==> src/rtl/muldiv_sequencer.sv <==
// Multi-cycle MIPS mult/multu/div/divu sequencer with HI/LO result registers.
// Shift-add multiply and restoring divide share one 64-bit accumulator.
//
// state | meaning
// IDLE  | waiting for a recognised mult/div; HI/LO stable and readable
// RUN   | one multiply/divide iteration per cycle, ITER iterations
// FIX   | sign correction, HI/LO write, divide-by-zero flag
module muldiv_sequencer #(
  parameter int ITER = 32
) (
  input  logic        clk,
  input  logic        rst_n,
  input  logic        MDStart,
  input  logic [5:0]  MDFunct,
  input  logic        MfRead,
  input  logic [31:0] SrcAE,
  input  logic [31:0] SrcBE,
  output logic        MDStall,
  output logic        MDBusy,
  output logic [31:0] HiOut,
  output logic [31:0] LoOut,
  output logic        DivZero
);

  localparam int CW = $clog2(ITER);

  typedef enum logic [1:0] {IDLE, RUN, FIX} state_t;

  state_t        state, state_nxt;
  logic [CW-1:0] count;
  logic [63:0]   acc;
  logic [31:0]   op;
  logic [31:0]   raw_a;
  logic          is_div, neg_q, neg_r, div_zero;

  logic        valid_op, start, op_signed;
  logic        a_neg, b_neg;
  logic [31:0] a_mag, b_mag;
  logic [32:0] mul_sum, div_shift, div_diff;
  logic [63:0] mul_next, div_next;
  logic [63:0] prod_fix;
  logic [31:0] quo_fix, rem_fix;

  // Funct codes 0110xx: bit1 selects divide, bit0 selects unsigned.
  assign valid_op  = MDStart & (MDFunct[5:2] == 4'b0110);
  assign start     = (state == IDLE) & valid_op;
  assign op_signed = ~MDFunct[0];
  assign a_neg     = op_signed & SrcAE[31];
  assign b_neg     = op_signed & SrcBE[31];
  assign a_mag     = a_neg ? (~SrcAE + 32'd1) : SrcAE;
  assign b_mag     = b_neg ? (~SrcBE + 32'd1) : SrcBE;

  // Multiply: low half of acc holds the multiplier and shifts out as the product shifts in.
  assign mul_sum  = {1'b0, acc[63:32]} + (acc[0] ? {1'b0, op} : 33'd0);
  assign mul_next = {mul_sum, acc[31:1]};

  // Divide: acc = remainder:quotient, quotient bits shift in from the right.
  assign div_shift = acc[63:31];
  assign div_diff  = div_shift - {1'b0, op};
  assign div_next  = div_diff[32] ? {div_shift[31:0], acc[30:0], 1'b0}
                                  : {div_diff[31:0],  acc[30:0], 1'b1};

  assign prod_fix = neg_q ? (~acc + 64'd1) : acc;
  assign quo_fix  = neg_q ? (~acc[31:0] + 32'd1) : acc[31:0];
  assign rem_fix  = neg_r ? (~acc[63:32] + 32'd1) : acc[63:32];

  always_ff @(posedge clk or negedge rst_n) begin
    if (!rst_n) state <= IDLE;
    else        state <= state_nxt;
  end

  always_comb begin
    state_nxt = state;
    case (state)
      IDLE:    if (valid_op) state_nxt = RUN;
      RUN:     if (count == CW'(ITER - 1)) state_nxt = FIX;
      FIX:     state_nxt = IDLE;
      default: state_nxt = IDLE;
    endcase
  end

  always_comb begin
    MDBusy  = (state != IDLE);
    MDStall = MDBusy & (MDStart | MfRead);
    DivZero = (state == FIX) & is_div & div_zero;
  end

  always_ff @(posedge clk or negedge rst_n) begin
    if (!rst_n) begin
      count    <= '0;
      acc      <= '0;
      op       <= '0;
      raw_a    <= '0;
      is_div   <= 1'b0;
      neg_q    <= 1'b0;
      neg_r    <= 1'b0;
      div_zero <= 1'b0;
      HiOut    <= '0;
      LoOut    <= '0;
    end else begin
      case (state)
        IDLE: begin
          if (start) begin
            is_div   <= MDFunct[1];
            neg_q    <= a_neg ^ b_neg;
            neg_r    <= a_neg;
            div_zero <= (SrcBE == 32'd0);
            raw_a    <= SrcAE;
            op       <= MDFunct[1] ? b_mag : a_mag;
            acc      <= {32'd0, (MDFunct[1] ? a_mag : b_mag)};
            count    <= '0;
          end
        end
        RUN: begin
          acc   <= is_div ? div_next : mul_next;
          count <= count + CW'(1);
        end
        FIX: begin
          if (!is_div) begin
            HiOut <= prod_fix[63:32];
            LoOut <= prod_fix[31:0];
          end else if (div_zero) begin
            HiOut <= raw_a;
            LoOut <= 32'hFFFF_FFFF;
          end else begin
            HiOut <= rem_fix;
            LoOut <= quo_fix;
          end
        end
        default: ;
      endcase
    end
  end

endmodule

==> config.mk <==
export PLATFORM = sky130hd
export DESIGN_NAME = muldiv_sequencer
export DESIGN_NICKNAME = d
export VERILOG_FILES = /design/src/rtl/muldiv_sequencer.sv
export SDC_FILE = /design/constraint.sdc
export NUM_CORES = 1
export LEC_CHECK = 0
export ABC_AREA = 1
export BUFFER_PORTS_ARGS = -buffer_cell sky130_fd_sc_hd__buf_2
export CAP_MARGIN = 20
export CORE_ASPECT_RATIO = 2
export CORE_MARGIN = 1.5
export CORE_UTILIZATION = 35
export DETAILED_ROUTE_END_ITERATION = 8
export PLACE_DENSITY = 0.48
export SKIP_LAST_GASP = 1
export SYNTH_ARGS = -nofsm -noshare
export SYNTH_HDL_FRONTEND = slang
export SYNTH_SLANG_ARGS = --single-unit
export TNS_END_PERCENT = 50
==> constraint.sdc <==
create_clock -name clk -period 3.65 [get_ports clk]
set_input_delay 0.1825 -clock clk [delete_from_list [all_inputs] [get_ports clk]]
set_output_delay 0.1825 -clock clk [all_outputs]
set_load 0.03 [all_outputs]
==> results.ini <==
[clocking]
cts-resized-gates=0
cts_setup_buffers=0
h-tree-depth=1
cts_buffer_depth=3
cts_buffers=23
clock_latency_ns=0.58
cts.clk_slew.worst_paths_ns=0.07
hold_buffers=11
cts.sinks=203
cts_tree=yes
root_buffer=clkbuf_16

[synthesis]
synth-simple-area-share_pct=39.3
ys_ff_latch=203
synth-compound-area-share_pct=14.8
ys_types=50
synth_area_leader_cell=dfrtp_1
synth_top_family_by_area=simple AND/OR/NAND/NOR gates
synth_fa_ha_area_share_pct=4.72
synth.most_common_cell=nand2_1
yosys_warnings=0
synth_area_per_cell_um2=5.95
synth_top_area_share_pct=26.2
synth-edff-count=0
muxShareOfSynthArea_pct=0
synthFlopType=dfrtp_1
syn_inst=3263
synth_xor_area_share_pct=3.88
yosysSeqAreaShare_pct=26.2
synth_fp_nets=3409
synthTopCellsByCount=983 x nand2_1, 431 x inv_1, 414 x nor2_1
ys_top_cells_by_area=dfrtp_1 26%, nand2_1 19%, inv_1 8.3%
async_flop_share_pct=100
synth_area_um2=19400

[layout]
fill_cells=6248
drive_gt1_share_pct=8.70
nNetsFinal=3521
diodes=0
area_growth_pct=12.4

[global_routing]
grt_pass1_vias=21867
overflow=0
antenna_found_initial=0
grt_usage_pct=35.7
grt_pass1_wl_um=146000
grt_max_degree=75

[routing]
drcViolationCount=0
vias=22278
drtIter0Drc=1807
ant_nets=0
post_drt_wl_per_cell_um=24.7
drt-total-wl_um=102000
viasPerCell=5.39
first_pass_iters=6

[timing]
drv_slew=0
setup_viol=0
period_minus_slack_ns=3.24
worst-slew-pin-transition_ns=0.835
finalCritPeriodShare_pct=88.8
timing.setup.tns_ns=0
relSlewSlack_pct=44.3
max_freq_mhz=308
grt_setup_unrepaired=false
fin_worst_skew_ns=0.0299
hold_viol=0

[min_path]
hold_start=SrcAE[10]
hold_depth=3
hold_path_class=in -> reg
whs_endpoint=raw_a[10]

[floorplan]
start_util_pct=35.2
pin_count=141
die_h_um=336
die_area_um2=57000
num_rows=122
core_um2=55100
die_w_um=170

[placement]
dp_hpwl_um=84600
place.gp.congestion=0.981
port_buffers=140

[worst_setup_path]
cp-end-kind=flip-flop
critPathRequiredTime_ns=4.17
worst-endpoint-arrival_ns=3.76
critPathKind=reg -> reg
reg2reg_to=acc[55]
r2r-start=acc[31]
crit_fanout=26
setup.worst_path.start_class=flip-flop
r2r_cells=18
r2r_slack_ns=0.41

[power]
power_density_nw_per_um2=864
peakVddDrop_v=0.00113
finalPower_mw=18.9
sw_frac_of_total_pct=57.7
p_sw_mw=10.9
combPwrFrac_pct=64.0
internal_power_mw=7.97
power_frac_seq_pct=23.4
clock_power_share_pct=12.6
p_leak_nw=11.4

[outcome]
status=complete, no violations

[flow_run]
drv_cap=0

-- per-layer routing --
layer | track usage [%] | vias up | routed length (um)
li1 | - | 10690 | -
met1 | 34.3 | 10511 | 33500
met2 | 67.2 | 805 | 54100
met3 | 3.46 | 272 | 4300
met4 | 30.8 | 0 | 10400
met5 | 0 | - | 0
-- logic make-up (layout without fill, tap and decap cells) --
| family | Yosys count | in the layout |
|---|---|---|
| and+or+nand+nor | 1820 | 1820 |
| DFF | 203 | 203 |
| xor gates and xnor gates | 86 | 86 |
| adders and majority gates | 72 | 72 |
| AOI/OAI and AO/OA | 524 | 524 |
| buffers and inverters | 558 | 687 |
-- area by class of cell --
class                   instances  area, um2  share of cell area [%]
clock buffers                  34        637                    2.92
clock inverters                 8       88.8                   0.407
inverters                     441       1660                    7.59
multi-input cells            2502      12200                    55.8
flip-flops and latches        203       5080                    23.3
well taps                     744        931                    4.26
repair buffers                204       1260                    5.75
-- flip-flops by register name (all words and copies together), names as in the netlist --
signal    count
neg_q         1
is_div        1
HiOut        32
count         5
neg_r         1
state         2
div_zero      1
raw_a        32
op           32
LoOut        32
acc          64
-- power groups by stage --
stage / Clock [mW] / Sequential (mW) / Combinational, mW
after global routing: 2.48 / 4.47 / 13.3
after floorplan: 0 / 4.36 / 7.48
after CTS: 2.41 / 4.40 / 12.1
after detailed placement: 0 / 4.44 / 12.0
after global placement: 0 / 4.41 / 12.0
final: 2.38 / 4.42 / 12.1
-- placed cells by master, fill, tap and decap left out, drive strengths merged, types with 36 or more instances in the layout --
| cell type | Yosys | final |
|---|---|---|
| xor2 | 75 | 75 |
| nand2 | 997 | 997 |
| inv | 437 | 437 |
| ha | 70 | 70 |
| nand3 | 301 | 301 |
| nand4 | 36 | 36 |
| buf | 41 | 193 |
| dfrtp | 203 | 203 |
| a21oi | 211 | 211 |
| nor2 | 427 | 427 |
| o21ai | 216 | 216 |
-- how the worst max path moves through the flow --
stage                        from  endpoint  depth (start not counted)
after detailed placement   acc[0]   acc[60]                         18
final                     acc[31]   acc[55]                         18
after CTS                  acc[0]   acc[60]                         18
after floorplan            acc[0]   acc[59]                         19
after global routing      acc[31]   acc[55]                         18
after global placement     acc[0]   acc[60]                         18
-- worst max-delay path, cell delays in order (launching register included) --
cell and delay, ns:
dfrtp_1 0.43, inv_1 0.21, ha_1 0.29, fa_1 0.37
inv_1 0.07, nand2_1 0.06, nand2_1 0.10, nand3_1 0.09
nand2_2 0.14, nand2_1 0.08, nand2_2 0.10, nand2_2 0.08
nand2_2 0.11, nand2_4 0.08, nand2_4 0.34, nand3_1 0.33
nand3_1 0.18, nand2_1 0.06, nand2_1 0.05
-- stage by stage --
stage               util, %  cell area (um2)  hold WS (ns)  cells  worst slack [ns]
CTS                    39.6            21800      0.000214   4136             0.406
global placement       38.1            21000         0.233   4083             0.452
detailed placement     38.1            21000         0.244   4083             0.411
global route           39.6            21800        0.0368   4136             0.216
floorplan                 -            19400        -0.113   3263              1.14
finish                 39.6            21800        0.0222   4136             0.408
(Power assumes the default switching activity.)
